$ cat src/rtl/sad_pkg.sv
// Shared definitions for the SAD accumulator: FSM encoding, saturation ceiling and default sizes.
package sad_pkg;

    typedef enum logic [1:0] {
        SAD_IDLE  = 2'd0,
        SAD_ACCUM = 2'd1,
        SAD_DONE  = 2'd2
    } sad_state_t;

    localparam logic [31:0] SAD_SAT_MAX         = 32'hFFFF_FFFF;
    localparam int          SAD_WINDOW_SIZE_DEF = 16;
    localparam int          SAD_IDX_W_DEF       = 16;

endpackage

$ cat src/rtl/sad_sat_add.sv
// Combinational 32-bit unsigned adder that clamps at SAD_SAT_MAX instead of wrapping.
module sad_sat_add
    import sad_pkg::*;
(
    input  logic [31:0] a,
    input  logic [31:0] b,
    output logic [31:0] sum
);

    function automatic logic [31:0] sat33(input logic [32:0] s);
        return s[32] ? SAD_SAT_MAX : s[31:0];
    endfunction

    logic [32:0] wide;

    assign wide = {1'b0, a} + {1'b0, b};
    assign sum  = sat33(wide);

endmodule

$ cat src/rtl/sad_accumulator.sv
// Windowed sum-of-absolute-differences accumulator with optional best-window tracking.
// Define SAD_MIN_TRACK_EN to build the minimum-SAD / window-index tracking logic.
module sad_accumulator
    import sad_pkg::*;
#(
    parameter int WINDOW_SIZE = SAD_WINDOW_SIZE_DEF,
    parameter int IDX_W       = SAD_IDX_W_DEF
) (
    input  logic             Clk,
    input  logic             Rst,
    input  logic             Start,
    input  logic             InValid,
    input  logic [31:0]      AbsDiff,
    input  logic             ClearMin,
    output logic             InReady,
    output logic             Busy,
    output logic [31:0]      SadOut,
    output logic             SadValid,
    output logic [31:0]      MinSad,
    output logic [IDX_W-1:0] MinIndex,
    output logic             MinValid
);

    localparam int               CNT_W    = $clog2(WINDOW_SIZE);
    localparam logic [CNT_W-1:0] CNT_LAST = CNT_W'(WINDOW_SIZE - 1);

    sad_state_t       state;
    logic [31:0]      acc;
    logic [31:0]      acc_sum;
    logic [CNT_W-1:0] count;

    sad_sat_add u_sat_add (
        .a   (acc),
        .b   (AbsDiff),
        .sum (acc_sum)
    );

    assign InReady = (state == SAD_ACCUM);
    assign Busy    = (state == SAD_ACCUM) || (state == SAD_DONE);

    always_ff @(posedge Clk) begin
        if (Rst) begin
            state    <= SAD_IDLE;
            acc      <= '0;
            count    <= '0;
            SadOut   <= '0;
            SadValid <= 1'b0;
        end else begin
            SadValid <= 1'b0;
            case (state)
                SAD_IDLE: begin
                    if (Start) begin
                        state <= SAD_ACCUM;
                        acc   <= '0;
                        count <= '0;
                    end
                end
                SAD_ACCUM: begin
                    // A restart wins over a sample presented in the same cycle
                    if (Start) begin
                        acc   <= '0;
                        count <= '0;
                    end else if (InValid) begin
                        acc <= acc_sum;
                        if (count == CNT_LAST) begin
                            state <= SAD_DONE;
                            count <= '0;
                        end else begin
                            count <= count + 1'b1;
                        end
                    end
                end
                SAD_DONE: begin
                    SadOut   <= acc;
                    SadValid <= 1'b1;
                    if (Start) begin
                        state <= SAD_ACCUM;
                        acc   <= '0;
                        count <= '0;
                    end else begin
                        state <= SAD_IDLE;
                    end
                end
                default: state <= SAD_IDLE;
            endcase
        end
    end

`ifdef SAD_MIN_TRACK_EN
    logic [IDX_W-1:0] index;

    // ClearMin is applied before the DONE comparison, so a coinciding window becomes index 0
    always_ff @(posedge Clk) begin
        if (Rst) begin
            MinSad   <= '0;
            MinIndex <= '0;
            MinValid <= 1'b0;
            index    <= '0;
        end else if (state == SAD_DONE) begin
            if (ClearMin || !MinValid || (acc < MinSad)) begin
                MinSad   <= acc;
                MinIndex <= ClearMin ? '0 : index;
                MinValid <= 1'b1;
            end
            index <= ClearMin ? IDX_W'(1) : index + 1'b1;
        end else if (ClearMin) begin
            MinSad   <= '0;
            MinIndex <= '0;
            MinValid <= 1'b0;
            index    <= '0;
        end
    end
`else
    logic unused_clearmin;

    assign unused_clearmin = ClearMin;
    assign MinSad          = '0;
    assign MinIndex        = '0;
    assign MinValid        = 1'b0;
`endif

endmodule
$ cat config.mk
export PLATFORM = sky130hd
export DESIGN_NAME = sad_accumulator
export DESIGN_NICKNAME = d
export VERILOG_FILES = /design/src/rtl/sad_pkg.sv /design/src/rtl/sad_sat_add.sv /design/src/rtl/sad_accumulator.sv
export SDC_FILE = /design/constraint.sdc
export NUM_CORES = 1
export LEC_CHECK = 0
export BUFFER_PORTS_ARGS = -buffer_cell sky130_fd_sc_hd__buf_4
export CORE_AREA = 2 2 111 113
export DETAILED_ROUTE_END_ITERATION = 12
export DIE_AREA = 0 0 113 115
export PLACE_DENSITY_LB_ADDON = 0.3
export SYNTH_ARGS = -nofsm -noshare
export SYNTH_HDL_FRONTEND = slang
export SYNTH_SLANG_ARGS = --single-unit
$ cat constraint.sdc
create_clock -name Clk -period 2.8 [get_ports Clk]
set_input_delay 0.28 -clock Clk [delete_from_list [all_inputs] [get_ports Clk]]
set_output_delay 0.28 -clock Clk [all_outputs]
set_load 0.005 [all_outputs]
==> results of run 1 <==
-- cell families (layout without fill, tap and decap cells) --
family	count (synthesis)	count (layout)	synth area share, %
DFF	71	71	29.8
muxes	35	35	7.36
other	1	49	0.0787
buffers and inverters	78	112	10.6
and+or+nand+nor	186	186	17.1
xor gates and xnor gates	23	23	4.23
AOI/OAI and AO/OA	138	138	20.7
adders and majority gates	38	38	10.1
-- sequential cells by signal (all words and copies together) (netlist names) --
name / cells
state: 2
SadValid: 1
acc: 32
SadOut: 32
count: 4
-- what timing repair did --
| action | in CTS | in global routing |
|---|---|---|
| endpoints found under the setup margin | 1 | 17 |
| endpoints found under the hold margin | 0 | 0 |
| resized for setup | 0 | 3 |
| pin swaps | 2 | 1 |
| cloned | 0 | 0 |
| buffers inserted | 1 | 0 |
-- cell usage in the layout, fill, tap and decap left out, drive strengths merged, types with 4 or more instances in the layout --
cell and n:
nand4 4, a21o 17, nor3 11, or3 5
a31oi 4, inv 4, xor2 12, nand2 71
nor2 63, dfxtp 71, nand3 13, o211ai 10
mux2i 35, buf 92, o21ai 36, ha 37
xnor2 11, conb 49, a21oi 37, clkbuf 11
-- layout make-up --
type                            count  share of cell area [%]
Multi-Input combinational cell    469                    53.2
Clock inverter                      5                    1.43
Tap cell                          147                    3.22
Sequential cell                    71                    24.9
Timing Repair Buffer               92                    12.8
Clock buffer                       11                    4.25
Inverter                            4                   0.263
-- stage by stage --
stage | area [um2] | total power, mW | instances | util [%]
after global routing | 5710 | 3.83 | 799 | 48.3
after CTS | 5690 | 3.64 | 799 | 48.2
after floorplan | 4940 | 2.07 | 618 | -
final | 5710 | 3.60 | 799 | 48.3
after detailed placement | 5360 | 2.36 | 782 | 45.4
after global placement | 5360 | 2.34 | 782 | 45.4
-- layer usage --
metal / share of wire, % / track usage (%)
met3: 4.2 / 3.95
met5: 0 / 0
met1: 47 / 22.6
met2: 48 / 29.9
met4: 1.0 / 4.47
-- report_power, final --
part           internal (mW)  leakage, nW  switching, mW
sequential              1.09        0.574         0.0715
clock                  0.804        0.156          0.444
combinational          0.524         1.96          0.663
-- how the worst max path moves through the flow --
stage | from | endpoint | slack [ps] | depth (start not counted)
after global placement | AbsDiff[0] | acc[30] | -70 | 12
after detailed placement | AbsDiff[0] | acc[30] | -100 | 12
final | acc[0] | acc[30] | 170 | 11
after global routing | acc[15] | acc[25] | 1 | 9
after floorplan | acc[0] | acc[27] | 190 | 9
after CTS | acc[0] | acc[30] | 30 | 11
-- worst max-delay path: stages, from the launching register on --
cell	delay (ps)
dfxtp_1	310
ha_2	180
fa_2	360
a211oi_2	240
o211ai_2	160
a2111oi_4	340
buf_4	170
o211ai_2	80
a311oi_2	310
o41a_1	200
or3_1	100
nand3_1	50
==> impl_metrics.json, run 1 <==
{
  "grt_pass1_wl_um": 18300,
  "htreeDepth": 3,
  "first_global_vias": 3770,
  "avgSynthCellArea_um2": 8.35,
  "gp_congestion": 0.837,
  "rsz0062_at_grt": "false",
  "ir_drop_mv": 0.328,
  "ys_warn_count": 0,
  "antenna_found_initial": 0,
  "design.die.area_mm2": 0.0130,
  "p_leak_nw": 2.68,
  "cts_buffers": 9,
  "port_buffers": 70,
  "grt_start_max_net_pins": 43,
  "finalCriticalPeriod_ps": 2630,
  "required_ps": 3020,
  "holdBufCountCts": 0,
  "status": "finished with violations",
  "whs_path_depth": 4,
  "fin_skew_ps": 6.63,
  "ios": 121,
  "wirelength_um": 11400,
  "regArea_mm2": 0.00142,
  "cts_tree": "yes",
  "cts_root_buffer": "clkbuf_16",
  "chipWidth_um": 113,
  "netlist.top_cell.by_area": "dfxtp_1",
  "crit_fanout": 2,
  "avgViaCountPerCell": 4.99,
  "max_freq_ghz": 0.380,
  "synth_flop_cell": "dfxtp_1",
  "antenna_left": 0,
  "setup_violations": 0,
  "start_util_pct": 40.3,
  "vias": 3986,
  "grt_use_total_pct": 17.5,
  "hold_viol_final": 0,
  "async_flop_share_pct": 0,
  "r2r_cells": 11,
  "synthTopCellsByArea": "dfxtp_1 30%, ha_1 9.7%, buf_4 8.0%",
  "clock_path_buffers": 2,
  "start_kind": "register",
  "critPathKind": "reg2reg",
  "fin_crit_sh_pct": 93.9,
  "die_h_um": 115,
  "n_antenna_cell": 0,
  "rows": 40,
  "crit_arrival_ps": 2850,
  "wl_per_cell_um": 14.2,
  "area_growth_pct": 19.8,
  "dr.pass1.iters": 9,
  "multi_input_area_mm2": 0.00303,
  "holdCritStartpoint": "Start",
  "holdPathEnd": "state[1]",
  "hold_class": "in2reg",
  "setup.worst_path.end_class": "register",
  "dp_hpwl_um": 8430,
  "drv_slew": 0,
  "clkTransAtPathRegs_ps": 60,
  "fillers": 1178,
  "ys_types": 63,
  "ys_ff_latch": 71,
  "reg2reg_from": "acc[0]",
  "syn_inst": 570,
  "worst_slack_ps": 172,
  "synth_enable_flop_cells": 0,
  "yosysSeqAreaShare_pct": 29.8,
  "drv_cap": 0,
  "clock-sinks": 71,
  "drcViolationCount": 9,
  "violations": "DRC",
  "syn_area_mm2": 0.00476,
  "clk_latency_ps": 340,
  "ff2ff_setup_slack_ps": 170,
  "synth_top_area_share_pct": 29.8,
  "max_slew_margin_pct": 60.1,
  "drt_iter0_drc": 213,
  "nets": 722,
  "core_mm2": 0.0118,
  "tns_ps": 0,
  "overflow": 0,
  "worst_slew_pin_slew_ps": 590,
  "power.density_mw_per_mm2": 631,
  "ys_top_cells_by_count": "71 x dfxtp_1, 71 x nand2_1, 62 x nor2_1, 51 x buf_4, 37 x ha_1",
  "drive_above_1_share_pct": 20.7,
  "timing.rr.end": "acc[30]",
  "hold_slack_ps": 294,
  "dp_slack_ps": -104
}
(Power assumes the default switching activity.)
==> run 2: changes to the inputs <==
==> constraint.sdc (replaced) <==
create_clock -name Clk -period 2.4 [get_ports Clk]
set_input_delay 0.24 -clock Clk [delete_from_list [all_inputs] [get_ports Clk]]
set_output_delay 0.24 -clock Clk [all_outputs]
set_load 0.005 [all_outputs]
==> run 2 against run 1 <==
  * The run ends with DRC, setup timing left
  * Clock power rose by 25%
  * Combinational power rose by 34%
  * Setup slack got worse by 360 ps
  * Global-route usage is 0.82 points higher
  * Routed wire length is 4.4% higher
  * Non-clock buffer count rose by 53
  * Critical path depth unchanged
  * Critical path type unchanged
==> impl_metrics.json, run 2 (synthesis results as in run 1) <==
{
  "cts_root_buffer": "clkbuf_16",
  "core_mm2": 0.0118,
  "tns_ps": -5380,
  "htreeDepth": 3,
  "final_cell_mix": "141 x buf_4, 70 x dfxtp_1, 70 x nand2_1",
  "final_common_cell": "buf_4",
  "worst_slew_pin_slew_ps": 517,
  "crit_arrival_ps": 2830,
  "drt_iter0_drc": 249,
  "place_area_mm2": 0.00576,
  "clock-sinks": 71,
  "p_leak_nw": 2.99,
  "port_buffers": 70,
  "internal_power_mw": 3.07,
  "avgViaCountPerCell": 5.04,
  "finalCriticalPeriod_ps": 2590,
  "fin_skew_ps": 6.77,
  "hold_class": "in2reg",
  "overflow": 0,
  "n_antenna_cell": 0,
  "hold_viol_final": 0,
  "violations": "DRC, setup timing",
  "p_comb_share_pct": 35.5,
  "area_growth_pct": 30.7,
  "clock_path_buffers": 2,
  "ir_drop_mv": 0.420,
  "rows": 40,
  "cts_tree": "yes",
  "power_mw": 4.51,
  "power.density_mw_per_mm2": 725,
  "nets": 775,
  "grt_use_total_pct": 18.4,
  "required_ps": 2640,
  "grt_pass1_wl_um": 19400,
  "wl_per_cell_um": 13.9,
  "vias": 4298,
  "top_regs": "SadOut x32, acc x32, count x4",
  "drcViolationCount": 9,
  "die_h_um": 115,
  "rsz0062_at_grt": "true",
  "critPathKind": "reg2reg",
  "start_util_pct": 40.3,
  "max_freq_ghz": 0.386,
  "dp_slack_ps": -274,
  "setup.worst_path.end_class": "register",
  "switching_share_pct": 31.9,
  "status": "finished with violations",
  "fin_util_pct": 52.7,
  "ios": 121,
  "cts_buffers": 9,
  "chipWidth_um": 113,
  "final_area_mm2": 0.00622,
  "gp_congestion": 0.873,
  "antenna_left": 0,
  "power.switching_mw": 1.44,
  "seq_power_share_pct": 30.0,
  "setup_violations": 32,
  "wirelength_um": 11900,
  "dr.pass1.iters": 8,
  "drv_slew": 0,
  "design.die.area_mm2": 0.0130,
  "dp_hpwl_um": 8750,
  "worst_slack_ps": -192,
  "power.share.clock_pct": 34.5,
  "grt_start_max_net_pins": 43,
  "start_kind": "register",
  "drv_cap": 0,
  "clkTransAtPathRegs_ps": 60,
  "first_global_vias": 4195,
  "crit_fanout": 9,
  "antenna_found_initial": 0,
  "drive_above_1_share_pct": 29.2,
  "holdBufCountCts": 0,
  "clk_latency_ps": 340,
  "fin_crit_sh_pct": 108,
  "max_slew_margin_pct": 65.0
}
[run 2: cell count changes in the layout (fill, tap and decap cells not counted), sizes merged]
cell / previous run / this run
buf: 92 / 145
clkinv: 2 / 0
bufinv: 2 / 3
clkinvlp: 1 / 2
[run 2: critical path, stage by stage (launching register included)]
cell       delay [ps]
dfxtp_2           330
ha_4              160
fa_2              370
a211oi_4          260
o211ai_2          160
a2111oi_4         400
o21ai_2           120
a21oi_2           210
nor2_4            120
buf_12            170
o21ai_1           140
nand2_1            60
[run 2: what timing repair did]
item / 4_1_cts / 5_1_grt
buffers inserted: 2 / 2
resized for setup: 9 / 12
setup endpoints to repair: 32 / 32
pin swaps: 10 / 4
gates cloned: 0 / 0
[run 2: path summary, 6_finish.rpt]
check | cells past startpoint | slack, ps | to | from
max | 11 | -190 | acc[11] | acc[0]
min | 4 | 240 | acc[0] | AbsDiff[0]
max reg2reg | 11 | -190 | acc[11] | acc[0]
min reg2reg | 2 | 460 | acc[6] | acc[6]
[run 2: metrics by stage]
stage               std cells  hold WS, ps
floorplan                 618          435
global placement          832          455
detailed placement        832          457
CTS                       850          234
global route              852          252
finish                    852          241
[run 2: layout make-up]
| cell class | instances | area (um2) |
|---|---|---|
| well taps | 147 | 184 |
| multi-input cells | 469 | 3120 |
| clock buffers | 11 | 243 |
| clock inverters | 5 | 105 |
| inverters | 4 | 15.0 |
| repair buffers | 145 | 1140 |
| flip-flops and latches | 71 | 1420 |
| fillers | 1107 | 5590 |
[run 2: metal layers]
| layer | routed length, um | global-route usage [%] |
|---|---|---|
| met4 | 295 | 9.51 |
| met1 | 5230 | 22.5 |
| met2 | 5860 | 31.6 |
| met5 | 0 | 0 |
| met3 | 461 | 2.42 |
[run 2: power by group through the flow]
stage	clock network, mW	logic (mW)	registers (mW)
6_report	1.56	1.60	1.35
2_1_floorplan	0	1.06	1.36
4_1_cts	1.60	1.56	1.35
3_3_place_gp	0	1.49	1.37
3_5_place_dp	0	1.52	1.38
5_1_grt	1.65	1.76	1.37
